--- config.mk ---
export PLATFORM = sky130hd
export DESIGN_NAME = gj_axis_uart_tx_arb_flat
export DESIGN_NICKNAME = d
export VERILOG_FILES = /design/src/rtl/gj_axis_uart_tx_arb_if.sv /design/src/rtl/gj_axis_uart_tx_arb.sv /design/src/flat_wrapper.sv
export SDC_FILE = /design/constraint.sdc
export NUM_CORES = 1
export LEC_CHECK = 0
export BUFFER_PORTS_ARGS = -buffer_cell sky130_fd_sc_hd__clkbuf_2
export CORE_ASPECT_RATIO = 1.75
export CORE_MARGIN = 4
export CORE_UTILIZATION = 45
export DETAILED_ROUTE_END_ITERATION = 8
export GPL_TIMING_DRIVEN = 0
export PLACE_DENSITY_LB_ADDON = 0.05
export SKIP_LAST_GASP = 1
export SYNTH_ARGS = -nofsm -noshare
export SYNTH_HDL_FRONTEND = slang
export SYNTH_SLANG_ARGS = --single-unit
--- constraint.sdc ---
create_clock -name clk -period 2.65 [get_ports clk]
set_clock_uncertainty 0.05 [all_clocks]
set_input_delay 0 -clock clk [delete_from_list [all_inputs] [get_ports clk]]
set_output_delay 0 -clock clk [all_outputs]
set_load 0.02 [all_outputs]
--- src/rtl/gj_axis_uart_tx_arb_if.sv ---
// ---------------------------------------------------------------------------
// gj_axis_uart_tx_arb_if
// Bundles the per-source AXI-Stream inputs and the single AXI-Stream output
// of the UART TX arbiter.
//   s_tvalid/s_tdata/s_tlast : NREQ byte-stream sources (source i data in [8i+7:8i])
//   s_tready                 : per-source ready, only the granted bit may be 1
//   m_tvalid/m_tdata/m_tlast : towards the UART TX slave port
//   m_tready                 : from the UART TX
// Modports:
//   slave  : arbiter view (consumes sources, drives the UART side)
//   master : environment view (drives sources and UART ready)
// ---------------------------------------------------------------------------
interface gj_axis_uart_tx_arb_if #(
    parameter int NREQ = 4
) ();
    logic [NREQ-1:0]   s_tvalid;
    logic [NREQ-1:0]   s_tready;
    logic [NREQ*8-1:0] s_tdata;
    logic [NREQ-1:0]   s_tlast;
    logic              m_tvalid;
    logic              m_tready;
    logic [7:0]        m_tdata;
    logic              m_tlast;

    modport slave (
        input  s_tvalid, s_tdata, s_tlast, m_tready,
        output s_tready, m_tvalid, m_tdata, m_tlast
    );

    modport master (
        output s_tvalid, s_tdata, s_tlast, m_tready,
        input  s_tready, m_tvalid, m_tdata, m_tlast
    );
endinterface

--- src/rtl/gj_axis_uart_tx_arb.sv ---
// ---------------------------------------------------------------------------
// gj_axis_uart_tx_arb
// Frame-level round-robin arbiter sharing one AXI-Stream UART transmitter
// among NREQ byte sources. A grant is held until the tlast beat, optionally
// preceded by a source-ID header byte (HDR_BASE + id). A watchdog drops a
// grant whose source stops presenting data for cfg_stall_to cycles.
// Ports:
//   clk, rst_n    : clock, asynchronous active-low reset
//   cfg_hdr_en    : emit header byte before each frame (sampled at grant)
//   cfg_stall_to  : watchdog limit in cycles, 0 disables (sampled at grant)
//   axis          : source/UART handshake bundle (slave modport)
//   grant_id      : current or last granted source
//   busy          : high while a frame (header or data) is in progress
//   stall_err     : one-cycle pulse when the watchdog releases a grant
// ---------------------------------------------------------------------------
module gj_axis_uart_tx_arb #(
    parameter int          NREQ     = 4,
    parameter int          IDW      = 3,
    parameter logic [7:0]  HDR_BASE = 8'hA0
) (
    input  logic                 clk,
    input  logic                 rst_n,
    input  logic                 cfg_hdr_en,
    input  logic [15:0]          cfg_stall_to,
    gj_axis_uart_tx_arb_if.slave axis,
    output logic [IDW-1:0]       grant_id,
    output logic                 busy,
    output logic                 stall_err
);

    localparam logic [1:0] ST_IDLE = 2'd0;
    localparam logic [1:0] ST_HDR  = 2'd1;
    localparam logic [1:0] ST_DATA = 2'd2;

    logic [1:0]     state_q, state_d;
    logic [IDW-1:0] grant_q, grant_d;
    logic [IDW-1:0] last_q, last_d;
    logic [7:0]     hdr_q, hdr_d;
    logic [15:0]    stall_to_q, stall_to_d;
    logic [15:0]    stall_cnt_q, stall_cnt_d;

    logic [NREQ-1:0] above_s;
    logic [NREQ-1:0] req_hi_s;
    logic [IDW-1:0]  idx_hi_s, idx_any_s, hit_idx_s;
    logic            hit_s;
    logic            sel_valid_s, sel_last_s;
    logic [7:0]      sel_data_s;
    logic [NREQ-1:0] s_tready_s;
    logic            m_tvalid_s, m_tlast_s;
    logic [7:0]      m_tdata_s;
    logic            hs_s;
    logic            wd_fire_s;

    function automatic logic [7:0] hdr_byte(input logic [IDW-1:0] id);
        return HDR_BASE + 8'(id);
    endfunction

    // Round-robin pick: lowest requester above last_q, else lowest requester overall
    always_comb begin
        idx_hi_s  = '0;
        idx_any_s = '0;
        above_s   = '0;
        for (int j = NREQ - 1; j >= 0; j--) begin
            above_s[j] = (IDW'(j) > last_q);
        end
        req_hi_s = axis.s_tvalid & above_s;
        for (int j = NREQ - 1; j >= 0; j--) begin
            idx_hi_s  = req_hi_s[j]       ? IDW'(j) : idx_hi_s;
            idx_any_s = axis.s_tvalid[j]  ? IDW'(j) : idx_any_s;
        end
        hit_s     = |axis.s_tvalid;
        hit_idx_s = (|req_hi_s) ? idx_hi_s : idx_any_s;
    end

    // Granted-source mux and per-source ready; only the granted bit can be set
    always_comb begin
        sel_valid_s = 1'b0;
        sel_last_s  = 1'b0;
        sel_data_s  = 8'h00;
        s_tready_s  = '0;
        for (int j = 0; j < NREQ; j++) begin
            sel_valid_s   = (grant_q == IDW'(j)) ? axis.s_tvalid[j]      : sel_valid_s;
            sel_last_s    = (grant_q == IDW'(j)) ? axis.s_tlast[j]       : sel_last_s;
            sel_data_s    = (grant_q == IDW'(j)) ? axis.s_tdata[j*8 +: 8] : sel_data_s;
            s_tready_s[j] = (state_q == ST_DATA) && (grant_q == IDW'(j)) && axis.m_tready;
        end
    end

    // UART-side outputs: idle zeros, registered header byte, or data pass-through
    always_comb begin
        m_tvalid_s = 1'b0;
        m_tdata_s  = 8'h00;
        m_tlast_s  = 1'b0;
        case (state_q)
            ST_HDR: begin
                m_tvalid_s = 1'b1;
                m_tdata_s  = hdr_q;
                m_tlast_s  = 1'b0;
            end
            ST_DATA: begin
                m_tvalid_s = sel_valid_s;
                m_tdata_s  = sel_data_s;
                m_tlast_s  = sel_last_s;
            end
            default: begin
                m_tvalid_s = 1'b0;
                m_tdata_s  = 8'h00;
                m_tlast_s  = 1'b0;
            end
        endcase
    end

    assign hs_s      = m_tvalid_s & axis.m_tready;
    // Fires on the cfg_stall_to-th consecutive cycle without source data
    assign wd_fire_s = (state_q == ST_DATA) && (stall_to_q != 16'd0) && !sel_valid_s &&
                       (stall_cnt_q == (stall_to_q - 16'd1));

    // Frame FSM, grant bookkeeping and stall counter next-state
    always_comb begin
        state_d     = state_q;
        grant_d     = grant_q;
        last_d      = last_q;
        hdr_d       = hdr_q;
        stall_to_d  = stall_to_q;
        stall_cnt_d = stall_cnt_q;
        case (state_q)
            ST_IDLE: begin
                if (hit_s) begin
                    grant_d     = hit_idx_s;
                    hdr_d       = hdr_byte(hit_idx_s);
                    stall_to_d  = cfg_stall_to;
                    stall_cnt_d = 16'd0;
                    state_d     = cfg_hdr_en ? ST_HDR : ST_DATA;
                end else begin
                    state_d = ST_IDLE;
                end
            end
            ST_HDR: begin
                if (axis.m_tready) begin
                    stall_cnt_d = 16'd0;
                    state_d     = ST_DATA;
                end else begin
                    state_d = ST_HDR;
                end
            end
            ST_DATA: begin
                if (hs_s) begin
                    stall_cnt_d = 16'd0;
                    if (m_tlast_s) begin
                        last_d  = grant_q;
                        state_d = ST_IDLE;
                    end else begin
                        state_d = ST_DATA;
                    end
                end else if (wd_fire_s) begin
                    // Partial frame is abandoned; no tlast is fabricated
                    last_d  = grant_q;
                    state_d = ST_IDLE;
                end else if (!sel_valid_s) begin
                    stall_cnt_d = (stall_cnt_q == 16'hFFFF) ? stall_cnt_q : stall_cnt_q + 16'd1;
                end else begin
                    stall_cnt_d = stall_cnt_q;
                end
            end
            default: begin
                state_d = ST_IDLE;
            end
        endcase
    end

    // State registers; last_q resets to NREQ-1 so source 0 wins first
    always_ff @(posedge clk or negedge rst_n) begin
        if (!rst_n) begin
            state_q     <= ST_IDLE;
            grant_q     <= '0;
            last_q      <= IDW'(NREQ - 1);
            hdr_q       <= 8'h00;
            stall_to_q  <= 16'd0;
            stall_cnt_q <= 16'd0;
        end else begin
            state_q     <= state_d;
            grant_q     <= grant_d;
            last_q      <= last_d;
            hdr_q       <= hdr_d;
            stall_to_q  <= stall_to_d;
            stall_cnt_q <= stall_cnt_d;
        end
    end

    assign axis.m_tvalid = m_tvalid_s;
    assign axis.m_tdata  = m_tdata_s;
    assign axis.m_tlast  = m_tlast_s;
    assign axis.s_tready = s_tready_s;
    assign grant_id      = grant_q;
    assign busy          = (state_q != ST_IDLE);
    assign stall_err     = wd_fire_s;

endmodule

--- src/flat_wrapper.sv ---
// flat-port wrapper written by rule: the top's interface ports become plain ports
module gj_axis_uart_tx_arb_flat 
#(
    parameter int          NREQ     = 4,
    parameter int          IDW      = 3,
    parameter logic [7:0]  HDR_BASE = 8'hA0
)
  (clk, rst_n, cfg_hdr_en, cfg_stall_to, grant_id, busy, stall_err, axis_s_tvalid, axis_s_tdata, axis_s_tlast, axis_m_tready, axis_s_tready, axis_m_tvalid, axis_m_tdata, axis_m_tlast);
  gj_axis_uart_tx_arb_if #(.NREQ(NREQ)) axis_i ();
  input  logic clk;
  input  logic rst_n;
  input  logic cfg_hdr_en;
  input  logic [15:0] cfg_stall_to;
  output logic [IDW-1:0] grant_id;
  output logic busy;
  output logic stall_err;
  input wire logic [$bits(axis_i.s_tvalid)-1:0] axis_s_tvalid;
  input wire logic [$bits(axis_i.s_tdata)-1:0] axis_s_tdata;
  input wire logic [$bits(axis_i.s_tlast)-1:0] axis_s_tlast;
  input wire logic [$bits(axis_i.m_tready)-1:0] axis_m_tready;
  output wire logic [$bits(axis_i.s_tready)-1:0] axis_s_tready;
  output wire logic [$bits(axis_i.m_tvalid)-1:0] axis_m_tvalid;
  output wire logic [$bits(axis_i.m_tdata)-1:0] axis_m_tdata;
  output wire logic [$bits(axis_i.m_tlast)-1:0] axis_m_tlast;
  assign axis_i.s_tvalid = axis_s_tvalid;
  assign axis_i.s_tdata = axis_s_tdata;
  assign axis_i.s_tlast = axis_s_tlast;
  assign axis_i.m_tready = axis_m_tready;
  assign axis_s_tready = axis_i.s_tready;
  assign axis_m_tvalid = axis_i.m_tvalid;
  assign axis_m_tdata = axis_i.m_tdata;
  assign axis_m_tlast = axis_i.m_tlast;
  gj_axis_uart_tx_arb #(.NREQ(NREQ), .IDW(IDW), .HDR_BASE(HDR_BASE)) u_core (.clk(clk), .rst_n(rst_n), .cfg_hdr_en(cfg_hdr_en), .cfg_stall_to(cfg_stall_to), .axis(axis_i), .grant_id(grant_id), .busy(busy), .stall_err(stall_err));
endmodule
=== Word level (Yosys, flattened, before mapping) ===
Index checks and enable logic that the tools add are counted.

* Flip-flop bits (word level): 48
* Input port bits: 60
* Output and inout port bits: 19
* Word-level logic and storage cells: 93

* Add/subtract/negate cells: 3
* Order comparisons: 4
* Equality and inequality tests: 14
* Multiplexer cells: 41
* Bitwise logic cells: 2
* Reduce and logical (&&, ||, !) cells: 23

{| class="wikitable"
|+ Operator list
! kind !! count
|-
| 16-bit two-way mux || 6
|-
| 16-bit case mux with 3 select lines || 1
|-
| 8-bit two-way mux || 4
|-
| 3-bit two-way mux || 10
|-
| 16-bit by 1-bit adder with 16-bit output (second input constant) || 1
|-
| 16-bit equality test || 1
|-
| 16-bit equality test (second input constant) || 1
|-
| 2-bit two-way mux || 8
|-
| 8-bit case mux with 2 select lines || 1
|-
| 16-bit nonzero test || 1
|-
| 16-bit by 1-bit subtractor with 16-bit output (second input constant) || 1
|-
| 1-bit logical AND || 11
|-
| 1-bit two-way mux || 9
|-
| 3-bit by 2-bit != test with 1-bit output (second input constant) || 3
|-
| 8-bit by 3-bit adder with 8-bit output (first input constant) || 1
|-
| 4-bit OR reduction || 2
|-
| 3-bit by 2-bit equality test with 1-bit output (second input constant) || 2
|-
| 1-bit by 3-bit greater-than comparator with 1-bit output (first input constant) || 2
|-
| 2-bit by 3-bit greater-than comparator with 1-bit output (first input constant) || 2
|-
| 2-bit case mux with 3 select lines || 1
|-
| 6-bit AND reduction || 1
|-
| 4-bit AND || 1
|-
| 2-bit != test (second input constant) || 2
|-
| 2-bit nonzero test || 2
|-
| other kinds (13) || 13
|}

=== Longest topological paths before layout ===
* Depth after elaboration: 11
* Mapped depth: 13
* Gate-level depth less buffers: 10

=== Least setup slack after synthesis ===
No wires, ideal clock.

* Path kind: register to register
* Start point: register u_core.grant_q[0] (netlist: u_core.grant_id[0])
* End point: register u_core.stall_cnt_q[7]
* Setup time: 0.076 ns
* Arrival: 2.789 ns
* Data required time: 2.524 ns
* Path slack: -0.265 ns
* Cell stages (with the launch flop): 11
* Path buffers: 3
* Clock period less this slack: 2.915 ns
* Cell sequence: dfrtp_1 -> clkbuf_1 -> mux4_2 -> a22o_1 -> and2_1 -> clkbuf_1 -> nor2_1 -> nor2b_1 -> clkbuf_1 -> or4_1 -> o21ai_1

* Elaborated cells between the ends (all ways): 19
* Classes of those cells: eq/ne: 6; mux: 7; bitwise: 1; reduce/logical: 5

{| class="wikitable"
|+ RTL lines
! element !! RTL line !! text
|-
| start, declared || gj_axis_uart_tx_arb.sv:36 || <nowiki>logic [IDW-1:0] grant_q, grant_d;</nowiki>
|-
| start signal, assigned || gj_axis_uart_tx_arb.sv:182 || <nowiki>grant_q <= grant_d;</nowiki>
|-
| 3-bit logical NOT || gj_axis_uart_tx_arb.sv:82 || <nowiki>sel_valid_s = (grant_q == IDW'(j)) ? axis.s_tvalid[j] : sel_valid_s;</nowiki>
|-
| 1-bit two-way mux (3 in a row) || gj_axis_uart_tx_arb.sv:82 ||
|-
| 1-bit two-way mux (*) || gj_axis_uart_tx_arb.sv:82 ||
|-
| 1-bit case mux with 2 select lines (*) || gj_axis_uart_tx_arb.sv:94 || <nowiki>case (state_q)</nowiki>
|-
| net axis_m_tvalid || flat_wrapper.sv:22 || <nowiki>output wire logic [$bits(axis_i.m_tvalid)-1:0] axis_m_tvalid;</nowiki>
|-
| 1-bit AND (*) || gj_axis_uart_tx_arb.sv:113 || <nowiki>assign hs_s = m_tvalid_s & axis.m_tready;</nowiki>
|-
| 3-bit != test (no source line) (tied with other cells) || - ||
|-
| 6-bit AND reduction (no source line) / 16-bit case mux with 3 select lines (equally long branches) || - ||
|-
| end signal, assigned || gj_axis_uart_tx_arb.sv:186 || <nowiki>stall_cnt_q <= stall_cnt_d;</nowiki>
|-
| end, declared || gj_axis_uart_tx_arb.sv:40 || <nowiki>logic [15:0] stall_cnt_q, stall_cnt_d;</nowiki>
|}

Mark *: on every way through the listed nets, which the timed path passes. The rest lies on a longest branch.
A chain may end at the register's enable or synchronous reset.

=== Final worst setup path ===
* Start point: register u_core.stall_to_q[4]
* End point: register u_core.stall_cnt_q[12]

* Word-level cells in the longest chain between the ends: 6
* Elaborated cells between the ends (all ways): 8
* Classes of those cells: add/sub: 1; eq/ne: 2; reduce/logical: 5

{| class="wikitable"
|+ Ends and longest elaborated chain
! element !! RTL line !! text
|-
| start, declared || gj_axis_uart_tx_arb.sv:39 || <nowiki>logic [15:0] stall_to_q, stall_to_d;</nowiki>
|-
| start signal, assigned || gj_axis_uart_tx_arb.sv:185 || <nowiki>stall_to_q <= stall_to_d;</nowiki>
|-
| branches (longest 3 deep; another with 16-bit by 1-bit subtractor with 16-bit output) || - ||
|-
| 1-bit logical AND (*) || gj_axis_uart_tx_arb.sv:115 || <nowiki>assign wd_fire_s = (state_q == ST_DATA) && (stall_to_q != 16'd0) && !sel_valid_s &&</nowiki>
|-
| 3-bit by 2-bit != test with 1-bit output (no source line) (*) || - ||
|-
| 6-bit AND reduction (no source line) (*) || - ||
|}

Every way passes the cells marked *.

==> reports/metrics.cfg <==
[clock_network]
root_buffer = clkbuf_16
clk_latency_ns = 0.28
clkTransAtPathRegs_ns = 0.06
htreeDepth = 2
clockBufferDepth = 2
cts_num_sinks = 39
cts_buffers = 5
cts_tree = done

[finish]
drive_gt1_frac = 0.3765
nFillCells = 562
final_cells = 578
insertedDiodeCount = 0
nNetsFinal = 560
syn2layout_area_growth_pct = 39.93

[sta]
slew_violations = 0
finalCritPeriodShare = 1.092
setup_violations = 21
period_minus_slack_ns = 2.895
rsz0062_at_grt = true
hold_viol = 0
setup_tns_ns = -3.586
fmax_ghz = 0.3455
hold_slack_ns = 0.03104
fin_ws_ns = -0.2445
slew_headroom = 0.3471
worst_pin_slew_ns = 0.9793

[placement]
placedCellCount = 532
gp_congestion = 0.8454
hpwl_um = 6886
io_buffers = 77

[yosys]
synthCells = 371
synthesis.nets = 438
async_reset_ff_frac = 1.000
syn_area_per_cell_sq_um = 8.489
ys_seq_area_frac = 0.3107
syn_area_sq_um = 3149
synth_cell_types = 61
ys_ff_latch = 39
synthFlopType = dfrtp_1
synth-edff-count = 0
yosysWarnings = 0

[power]
cellPowerDensity_nw_per_um2 = 931.7
ir_worst_vdd_v = 0.0005579
power.leakage_nw = 1.946

[floorplanning]
rows = 40
die_w_um = 71.24
fp.coreArea_sq_um = 6857
die_y_um = 118.7
io_pins = 79
die_area_sq_um = 8454
initial_core_util = 0.4593

[critical_path]
cp_max_fo = 6
criticalPathCategory = flip-flop to flip-flop
critPathArrivalTime_ns = 3.06
required_ns = 2.82
end_kind = flip-flop
ff2ff_path_depth = 11
r2r_slack_ns = -0.24
critPathLaunchType = flip-flop

[route]
drc = 0
vias = 3334
vias_per_cell = 5.768
first_pass_iters = 4
dr.first_iter.drc_count = 107
ant_nets = 0
routed_wl_um = 9283
wl_per_cell_um = 16.06

[global_routing]
grt_max_degree = 40
antenna_found_initial = 0
grt_pass1_vias = 3318
grtUsageTotal = 0.2244
grt_overflow = 0
grt_pass1_wl_um = 15180

[min_path]
hold_depth = 4
worstHoldPathType = input port to flip-flop

[status]
violations = negative setup slack
outcome = finished, violations left

[run]
maxCapViolCount = 0

## per-layer routing
layer  wire, um  up-vias  share of wire  track usage
li1           -     1601              -            -
met1       3395     1586           0.37       0.2434
met2       5005      122           0.54       0.4038
met3        485       25          0.052      0.03319
met4        397        0          0.043       0.1212
met5          0        -              0            0
## Yosys cell counts, drive strengths merged (10+ instances only)
cell     n  area [sq um]
nor2    19         71.32
buf     12         110.1
xnor2   10         87.58
dfrtp   37         925.9
o21ai   16         80.07
nand2   71         266.5
inv     14         52.55
a21oi   17         85.08
clkbuf  12         45.04
nor4    12         117.6
nand3   14         70.07
or4     11         86.33
## logic make-up (layout without fill, tap and decap cells)
kind of cell    after synthesis  after routing  synth area share
simple gates                178            178            0.3047
xor+xnor                     18             18           0.05006
mux                          16             16           0.08780
other cells                   1              1          0.001191
buf+inv                      38            161           0.06595
fa+ha+maj                     7              7           0.02781
flops                        39             39            0.3107
compound gates               74             74            0.1518
## state kept, by name, indices dropped and copies added, names as in the netlist
name	flops
u_core.grant_id	1
u_core.last_q	2
u_core.stall_to_q	16
u_core.stall_cnt_q	16
u_core.state_q	2
u_core.hdr_q	2
## timing repair
item | 4_1_cts | 5_1_grt
hold buffers | 17 | 0
hold endpoints to repair | 53 | 0
gates cloned | 1 | 0
buffers inserted | 23 | 5
pin swaps | 39 | 18
endpoints found under the setup margin | 21 | 21
resized for setup | 44 | 20
## area by class of cell
| type | instances | area (sq um) | area share |
|---|---|---|---|
| repair buffers | 122 | 813.3 | 0.1846 |
| well taps | 84 | 105.1 | 0.02385 |
| multi-input cells | 294 | 2205 | 0.5003 |
| inverters | 14 | 52.55 | 0.01193 |
| clock inverters | 1 | 5.005 | 0.001136 |
| flip-flops and latches | 39 | 982.2 | 0.2229 |
| clock buffers | 7 | 132.6 | 0.03010 |
| plain buffers | 17 | 111.4 | 0.02527 |
## cell usage in the layout, fill, tap and decap left out, types with 9 or more instances in the layout
master         synthesis  layout
dfrtp_1               37      34
a21oi_1               17      16
nand4_1                9       9
mux4_2                 9       9
nand2_1               71      70
clkbuf_2               0      77
inv_1                 14      12
nand3_1               14      13
buf_4                  3      25
dlygate4sd3_1          0      17
xnor2_1               10      10
nor2_1                19      15
clkbuf_1              12       9
o21ai_0               11      10
## path summary, 6_finish.rpt
| kind | startpoint | end |
|---|---|---|
| worst max-delay path | u_core.stall_to_q[4] | u_core.stall_cnt_q[12] |
| worst min-delay path | axis_m_tready | u_core.last_q[1] |
| worst max register to register | u_core.stall_to_q[4] | u_core.stall_cnt_q[12] |
| worst min register to register | u_core.hdr_q[5] | u_core.hdr_q[5] |
| max in group asynchronous | rst_n | u_core.stall_to_q[0] |
| min in group asynchronous | rst_n | u_core.stall_to_q[10] |
## report_power, final
part,internal (W),switching [W],leakage (nW)
sequential,0.000780,0.000253,0.495
combinational,0.00111,0.00139,1.38
clock,0.000348,0.000233,0.0679
## stage by stage
stage	instance area (sq um)	util	setup WS, ns	power, W
after floorplan	3182	-	-0.1544	0.002585
after global placement	3672	0.5356	-0.4646	0.003111
after detailed placement	3672	0.5356	-0.4792	0.003145
after CTS	4290	0.6257	-0.2028	0.004004
after global routing	4407	0.6427	-0.3806	0.004422
final	4407	0.6427	-0.2445	0.004106
## worst max-delay path, cell delays in order, from the launching register on
cell,delay [ns]
dfrtp_1,0.37
buf_6,0.12
or4_4,0.57
buf_4,0.17
nor4_2,0.20
nor3_1,0.09
o21ai_2,0.15
o31ai_2,0.11
and4_4,0.23
buf_6,0.13
or4_4,0.47
a21oi_2,0.14
Power figures use the tool's default switching activity.
